==> config.mk <==
export PLATFORM = sky130hd
export DESIGN_NAME = regfile_writeback
export DESIGN_NICKNAME = d
export VERILOG_FILES = /design/src/rtl/regfile_writeback.sv
export SDC_FILE = /design/constraint.sdc
export NUM_CORES = 1
export LEC_CHECK = 0
export ABC_CLOCK_PERIOD_IN_PS = 8300
export CORE_MARGIN = 5
export CORE_UTILIZATION = 30
export CTS_CLUSTER_SIZE = 10
export DETAILED_ROUTE_END_ITERATION = 6
export PLACE_DENSITY_LB_ADDON = 0.08
export SYNTH_ARGS = -nofsm -noshare
export SYNTH_HDL_FRONTEND = slang
export SYNTH_SLANG_ARGS = --single-unit
==> constraint.sdc <==
create_clock -name clk -period 8.3 [get_ports clk]
set_clock_uncertainty 0.15 [all_clocks]
set_input_delay 1.66 -clock clk [delete_from_list [all_inputs] [get_ports clk]]
set_output_delay 1.66 -clock clk [all_outputs]
set_load 0.005 [all_outputs]
==> src/rtl/regfile_writeback.sv <==
// Register file write-side controller: merges ALU results and buffered load
// returns onto the single write port and tracks outstanding-load busy bits.
module regfile_writeback #(
  parameter int unsigned DATA_W = 32,
  parameter int unsigned ADDR_W = 5,
  parameter int unsigned DEPTH  = 4
) (
  input  logic              clk,
  input  logic              rst,
  input  logic              alu_valid,
  input  logic [ADDR_W-1:0] alu_rd,
  input  logic [DATA_W-1:0] alu_data,
  input  logic              ld_valid,
  output logic              ld_ready,
  input  logic [ADDR_W-1:0] ld_rd,
  input  logic [DATA_W-1:0] ld_data,
  input  logic              issue_valid,
  input  logic [ADDR_W-1:0] issue_rd,
  output logic              issue_ok,
  input  logic [ADDR_W-1:0] rs1,
  input  logic [ADDR_W-1:0] rs2,
  output logic              rs1_busy,
  output logic              rs2_busy,
  output logic              RegWrite,
  output logic [ADDR_W-1:0] rd,
  output logic [DATA_W-1:0] WriteData,
  output logic              err_waw
);

  localparam int unsigned PTR_W = (DEPTH > 1) ? $clog2(DEPTH) : 1;
  localparam int unsigned CNT_W = PTR_W + 1;
  localparam int unsigned NREG  = 1 << ADDR_W;

  typedef struct packed {
    logic [ADDR_W-1:0] rd;
    logic [DATA_W-1:0] data;
  } ld_entry_t;

  ld_entry_t         fifo_q [DEPTH];
  logic [PTR_W-1:0]  wr_ptr_q, wr_ptr_d;
  logic [PTR_W-1:0]  rd_ptr_q, rd_ptr_d;
  logic [CNT_W-1:0]  count_q, count_d;
  logic [NREG-1:0]   busy_q, busy_d;
  logic              regwrite_q, regwrite_d;
  logic [ADDR_W-1:0] rd_q, rd_d;
  logic [DATA_W-1:0] wdata_q, wdata_d;
  logic              wb_ld_q, wb_ld_d;
  logic              err_q, err_d;

  logic      alu_wr;
  logic      fifo_full;
  logic      push;
  logic      pop;
  ld_entry_t head;

  // Handshake and arbitration; ALU always wins, loads drain in idle slots
  always_comb begin
    fifo_full = (count_q == CNT_W'(DEPTH));
    alu_wr    = alu_valid && (alu_rd != '0);
    push      = ld_valid && !fifo_full;
    pop       = (count_q != '0) && !alu_wr;
    head      = fifo_q[rd_ptr_q];
  end

  // Decode-facing status; forced to idle values while reset is asserted
  always_comb begin
    ld_ready = rst || !fifo_full;
    issue_ok = rst || !busy_q[issue_rd];
    rs1_busy = !rst && busy_q[rs1];
    rs2_busy = !rst && busy_q[rs2];
  end

  // Next-state: FIFO bookkeeping, write-port selection, scoreboard, WAW flag
  always_comb begin
    wr_ptr_d   = wr_ptr_q;
    rd_ptr_d   = rd_ptr_q;
    count_d    = count_q;
    busy_d     = busy_q;
    regwrite_d = 1'b0;
    rd_d       = rd_q;
    wdata_d    = wdata_q;
    wb_ld_d    = 1'b0;
    err_d      = err_q;

    if (push) wr_ptr_d = PTR_W'(wr_ptr_q + PTR_W'(1));
    if (pop)  rd_ptr_d = PTR_W'(rd_ptr_q + PTR_W'(1));
    if (push && !pop)      count_d = CNT_W'(count_q + CNT_W'(1));
    else if (!push && pop) count_d = CNT_W'(count_q - CNT_W'(1));

    if (alu_wr) begin
      regwrite_d = 1'b1;
      rd_d       = alu_rd;
      wdata_d    = alu_data;
    end else if (pop && (head.rd != '0)) begin
      regwrite_d = 1'b1;
      rd_d       = head.rd;
      wdata_d    = head.data;
      wb_ld_d    = 1'b1;
    end

    // Clear retires with the register-file capture; a same-cycle set wins
    if (regwrite_q && wb_ld_q) busy_d[rd_q] = 1'b0;
    if (issue_valid && (issue_rd != '0)) busy_d[issue_rd] = 1'b1;
    busy_d[0] = 1'b0;

    if (alu_wr && busy_q[alu_rd]) err_d = 1'b1;
  end

  // Control and output state registers
  always_ff @(posedge clk) begin
    if (rst) begin
      wr_ptr_q   <= '0;
      rd_ptr_q   <= '0;
      count_q    <= '0;
      busy_q     <= '0;
      regwrite_q <= 1'b0;
      rd_q       <= '0;
      wdata_q    <= '0;
      wb_ld_q    <= 1'b0;
      err_q      <= 1'b0;
    end else begin
      wr_ptr_q   <= wr_ptr_d;
      rd_ptr_q   <= rd_ptr_d;
      count_q    <= count_d;
      busy_q     <= busy_d;
      regwrite_q <= regwrite_d;
      rd_q       <= rd_d;
      wdata_q    <= wdata_d;
      wb_ld_q    <= wb_ld_d;
      err_q      <= err_d;
    end
  end

  // Load-return storage; contents are don't-care once the pointers reset
  always_ff @(posedge clk) begin
    if (push && !rst) fifo_q[wr_ptr_q] <= '{rd: ld_rd, data: ld_data};
  end

  assign RegWrite  = regwrite_q;
  assign rd        = rd_q;
  assign WriteData = wdata_q;
  assign err_waw   = err_q;

endmodule

==> results.toml, run 1 <==
[status]
status = "complete, no violations"

[detailed_routing]
vias = 6663
wl_per_cell_um = 22.43
drtPass1Iterations = 4
wl_um = 29010
drc = 0
drt-vias-per-instance = 5.153
antenna_left = 0
drtIter0Drc = 418

[synth]
synth_seq_cells = 228
ys_async_sr_fraction = 0
syn-num-nets = 801
synth_cells = 701
synthTopCellsByArea = "edfxtp_1 (44%), dfxtp_1 (16%), mux4_2 (15%)"
synth_largest_area_cell = "edfxtp_1"
yosysWarnings = 0
synth_edf_count = 148
synth.distinct_cells = 49
synth_ff_type = "edfxtp_1"
avgSynthCellArea_um2 = 14.35
seq_area_frac_synth = 0.6011
synth.most_common_cell = "edfxtp_1"
syn_area_um2 = 10060
yosys-top-cells-count = "edfxtp_1 (148), nor2_1 (87), dfxtp_1 (80), mux4_2 (69), nand2_1 (47)"
synth_top_area_frac = 0.4419

[layout]
areaGrowthSynthToFinish_pct = 25.47
fin_area_um2 = 12620
nets = 926
regArea_um2 = 6051
instances_no_fill = 1293
n_antenna_cell = 0
multiInputGateArea_um2 = 3799
n_fill_cell = 3209
drive_above_1_share = 0.1941

[power_and_ir_drop]
power.net_switching_uw = 968.4
intPower_mw = 2.333
switching_share = 0.2933
p_leak_nw = 3.980
powerDensity_nw_per_um2 = 261.6
pwr-share-seq = 0.441
pwr-share-clk = 0.316
ir_drop_mv = 0.1459
power_frac_comb = 0.243
finalPower_mw = 3.301

[global_routing]
grt_max_degree = 47
grt_pass1_wl_um = 43980
antenna_found_initial = 2
grtUsageTotal = 0.1544
grt_overflow = 0
grt_pass1_vias = 7334

[cts]
cts_made_buffers = 27
clk_latency_ns = 0.52
root_buffer = "clkbuf_16"
h-tree-depth = 1
cts_hold_buf = 0
path_clk_slew_ns = 0.05
post_cts_buffers = 0
post_cts_resized = 0
clockBufferDepth = 3
cts_sinks = 228
cts_tree = "yes"

[placement]
place_hpwl_um = 18680
placed_cell_area_um2 = 11850
place_inst = 1245
io_buffers = 136
gp_congestion = 0.9118

[critical_path]
cp.required_ns = 6.49
cp_top_family = "buffers and inverters"
path_cells = "clkdlybuf4s50_1 > mux4_2 > mux4_2 > mux2i_1 > nor2_1 > clkdlybuf4s50_1"
crit_path_end_kind = "output pin"
critPathKind = "input pin to output pin"
worst_path_max_delay_cell = "clkdlybuf4s50_1"
start_kind = "input pin"
crit_cells = 6
r2r.worst_path.cells = 4
r2r_end = "WriteData[0]"
cp.arrival_ns = 4.13
critPathBufInv = 2
cpPeakStageDelay_ns = 0.76
path_max_fanout = 9
rrSetupSlack_ns = 4.70

[sta]
slew_viol_final = 0
relSlewSlack = 0.04080
finalSetupViolCount = 0
max_freq_mhz = 168.3
tns_ns = 0
finalWorstPathRequiredPeriod_ns = 5.941
min_period_over_period = 0.7158
rsz0062_at_grt = "false"
worst_pin_slew_ns = 1.436
hold_violations = 0

[run]
maxCapViolCount = 0

[floorplan]
core_um2 = 33280
num_rows = 67
start_util = 0.3022
design.die.area_um2 = 37290
num_io_pins = 137
die_h_um = 193.1
fp.dieW_um = 193.1

[hold_path]
whs_path_depth = 2
min_from = "wr_ptr_q[1]"
holdPathEnd = "wr_ptr_q[1]"
worstHoldPathType = "register to register"
-- metrics by stage --
step                      utilization  hold slack, ns  setup slack (ns)
after detailed placement       0.3560          0.3507             2.357
after CTS                      0.3792          0.3583             2.353
after global placement         0.3560          0.3261             2.392
after floorplan                     -          0.3192             3.290
final                          0.3792          0.3575             2.359
after global routing           0.3792          0.3796             2.253
-- registers in the layout (all words and copies together), names as in the netlist, named ones only --
register,count
count_q,3
WriteData,32
RegWrite,1
rd,5
wb_ld_q,1
fifo_q,148
rd_ptr_q,2
busy_q,31
err_waw,1
wr_ptr_q,2
-- cell type report --
class / count / share of cell area
clock inverter: 3 / 0.001388
timing repair buffer: 144 / 0.1124
inverter: 5 / 0.001487
multi-input combinational: 420 / 0.3010
tap: 448 / 0.04442
clock buffer: 45 / 0.05969
sequential: 228 / 0.4795
-- cells by family after synthesis --
family,synth area share
multiplexers,0.1677
AO/OA/AOI/OAI,0.09505
adder cells (fa/ha/maj),0.008211
XOR/XNOR,0.004354
AND/OR/NAND/NOR,0.09965
flip-flops,0.6011
buffers and inverters,0.02389
-- worst max-delay path by stage --
stage | from | end | slack, ns
after floorplan | rs1[0] | rs1_busy | 3.29
after global placement | rs1[0] | rs1_busy | 2.39
after detailed placement | rs1[0] | rs1_busy | 2.36
after CTS | rs1[0] | rs1_busy | 2.35
after global routing | rs2[1] | rs2_busy | 2.25
final | rs2[1] | rs2_busy | 2.36
-- power groups by stage --
| stage | Sequential [mW] | Clock, mW | Combinational [mW] |
|---|---|---|---|
| after floorplan | 1.40 | 0 | 0.564 |
| after global placement | 1.48 | 0 | 0.793 |
| after detailed placement | 1.48 | 0 | 0.814 |
| after CTS | 1.46 | 1.08 | 0.818 |
| after global routing | 1.48 | 1.13 | 0.876 |
| final | 1.46 | 1.04 | 0.802 |
-- per-layer routing --
metal,wire [um],track usage
met1,12140,0.1973
met2,14230,0.2651
met3,1790,0.03511
met4,804,0.04303
met5,34,0
-- placed cells by master (no fill, tap or decap), types with 5 or more instances in the layout --
cell,n
a2111oi_2,29
a21oi_1,37
buf_4,9
clkbuf_1,17
clkbuf_16,27
clkdlybuf4s50_1,135
dfxtp_1,78
edfxtp_1,148
ha_1,5
mux2i_1,11
mux4_2,69
nand2_1,46
nor2_1,87
nor3_1,27
nor3_2,9
nor3b_1,5
o21ai_0,26
o21ai_1,9
-- worst min-delay path, delay by kind of cell, from the launching register on --
family	cells	cell delay [ns]
DFF	1	0.34
and+or+nand+nor	1	0.07
AOI/OAI and AO/OA	1	0.06
Note: power is estimated with default switching activity, not from simulation.
==> inputs of run 2 (changes only) <==
--- a/config.mk
+++ b/config.mk
@@ -5,7 +5,7 @@
 export SDC_FILE = /design/constraint.sdc
 export NUM_CORES = 1
 export LEC_CHECK = 0
-export ABC_CLOCK_PERIOD_IN_PS = 8300
+export ABC_CLOCK_PERIOD_IN_PS = 5470
 export CORE_MARGIN = 5
 export CORE_UTILIZATION = 30
 export CTS_CLUSTER_SIZE = 10
==> constraint.sdc (replaced) <==
create_clock -name clk -period 5.47 [get_ports clk]
set_clock_uncertainty 0.15 [all_clocks]
set_input_delay 1.094 -clock clk [delete_from_list [all_inputs] [get_ports clk]]
set_output_delay 1.094 -clock clk [all_outputs]
set_load 0.005 [all_outputs]
==> run 2 against run 1 <==
  * Hold slack improved by 0.0075 ns
  * Count of clock-buffer cells in the layout rose by 3
  * Core utilization rose by 0.13 points
  * Sequential share of layout area fell by 0.17 points
  * Worst setup slack got worse by 1.7 ns
  * Combinational power rose by 52%
  * Via count fell by 0.38%
  * Final cell count rose by 0.39%
  * Sequential cell count did not move
  * Non-clock buffer count rose by 3
  * Clock power rose by 55%
  * Largest power group unchanged
==> results.toml, run 2 (synthesis gave the netlist of run 1 again) <==
[detailed_routing]
drt-vias-per-instance = 5.114
drc = 0
wl_per_cell_um = 22.21
antenna_left = 0
drtIter0Drc = 335
wl_um = 28820
vias = 6638
drtPass1Iterations = 4

[critical_path]
critPathKind = "input pin to output pin"
crit_cells = 6
critPathBufInv = 2
path_max_fanout = 8
cp.arrival_ns = 3.58
cp.required_ns = 4.23
start_kind = "input pin"
crit_path_end_kind = "output pin"
worst_path_max_delay_cell = "clkdlybuf4s50_1"
r2r.worst_path.cells = 5
path_cells = "clkdlybuf4s50_1 > mux4_2 > mux4_2 > mux2i_1 > nor2_1 > clkdlybuf4s50_1"
cp_top_family = "buffers and inverters"
cpPeakStageDelay_ns = 0.75

[sta]
max_freq_mhz = 207.4
hold_violations = 0
fin_ws_ns = 0.6482
rsz0062_at_grt = "false"
finalSetupViolCount = 0
relSlewSlack = 0.2367
slew_viol_final = 0
finalWorstPathRequiredPeriod_ns = 4.822
tns_ns = 0
min_period_over_period = 0.8815
worst_pin_slew_ns = 1.143

[global_routing]
grt_pass1_vias = 7349
antenna_found_initial = 2
grt_overflow = 0
grtUsageTotal = 0.1544
grt_max_degree = 44
grt_pass1_wl_um = 43970

[hold_path]
worstHoldPathType = "register to register"
whs_path_depth = 2

[floorplan]
design.die.area_um2 = 37290
start_util = 0.3022
core_um2 = 33280
num_io_pins = 137
num_rows = 67
die_h_um = 193.1
fp.dieW_um = 193.1

[placement]
place_inst = 1248
placed_cell_area_um2 = 11870
gp_congestion = 0.9012
io_buffers = 136
place_hpwl_um = 19040
place_ws_ns = 0.6160

[layout]
final_cell_mix = "edfxtp_1 (148), clkdlybuf4s50_1 (135), nor2_1 (87)"
regMostFlops = "fifo_q"
final_common_cell = "edfxtp_1"
instances_no_fill = 1298
areaGrowthSynthToFinish_pct = 25.90
fin_area_um2 = 12660
largest_register_ffs = 148
n_fill_cell = 3158
drive_above_1_share = 0.1955
nets = 929
finish.utilization = 0.3805

[power_and_ir_drop]
p_leak_nw = 4.000
ir_drop_mv = 0.2583
powerDensity_nw_per_um2 = 397.3

[cts]
post_cts_buffers = 0
cts_hold_buf = 0
root_buffer = "clkbuf_16"
cts_tree = "yes"
cts_sinks = 228
h-tree-depth = 1
path_clk_slew_ns = 0.05
clk_latency_ns = 0.51
post_cts_resized = 0
clockBufferDepth = 3
cts_made_buffers = 27

[run]
maxCapViolCount = 0

[status]
status = "complete, no violations"
[run 2: layout make-up]
class	instances	area [um2]	area share
inverters	5	18.77	0.001482
well taps	448	560.5	0.04427
repair buffers	147	1441	0.1138
clock inverters	1	3.754	0.0002964
clock buffers	48	785.8	0.06206
diodes	1	2.502	0.0001976
flip-flops and latches	228	6051	0.4779
multi-input cells	420	3799	0.3000
[run 2: worst paths after layout]
check	slack, ns	start	endpoint
worst max-delay path	0.65	rs1[0]	rs1_busy
worst min-delay path	0.37	wr_ptr_q[1]	wr_ptr_q[1]
worst max register to register	2.04	register	WriteData[0]
worst min register to register	0.37	wr_ptr_q[1]	wr_ptr_q[1]
[run 2: per-stage QoR]
step                power (mW)  hold WS [ns]
floorplan                2.973        0.3192
global placement         3.464        0.3246
detailed placement       3.483        0.3600
CTS                      5.119        0.3676
global route             5.312        0.4034
finish                   5.031        0.3650
[run 2: power breakdown]
part / total, mW / internal [mW] / switching (mW)
Sequential: 2.19 / 2.01 / 0.185
Clock: 1.61 / 0.960 / 0.655
Combinational: 1.22 / 0.610 / 0.615
[run 2: per-layer routing]
layer / part of all wire / track usage / wire length, um
met4: 0.031 / 0.05474 / 898
met2: 0.48 / 0.2566 / 13780
met5: 0.00094 / 0 / 27
met1: 0.43 / 0.1986 / 12340
met3: 0.062 / 0.03655 / 1775
[run 2: worst reg2reg max path: cells and delay by family, from the launching register on]
| family | cells | cell delay (ns) |
|---|---|---|
| DFF | 1 | 0.89 |
| and+or+nand+nor | 2 | 0.83 |
| muxes | 1 | 0.66 |
| buffers and inverters | 1 | 0.40 |
| AOI/OAI and AO/OA | 1 | 0.39 |
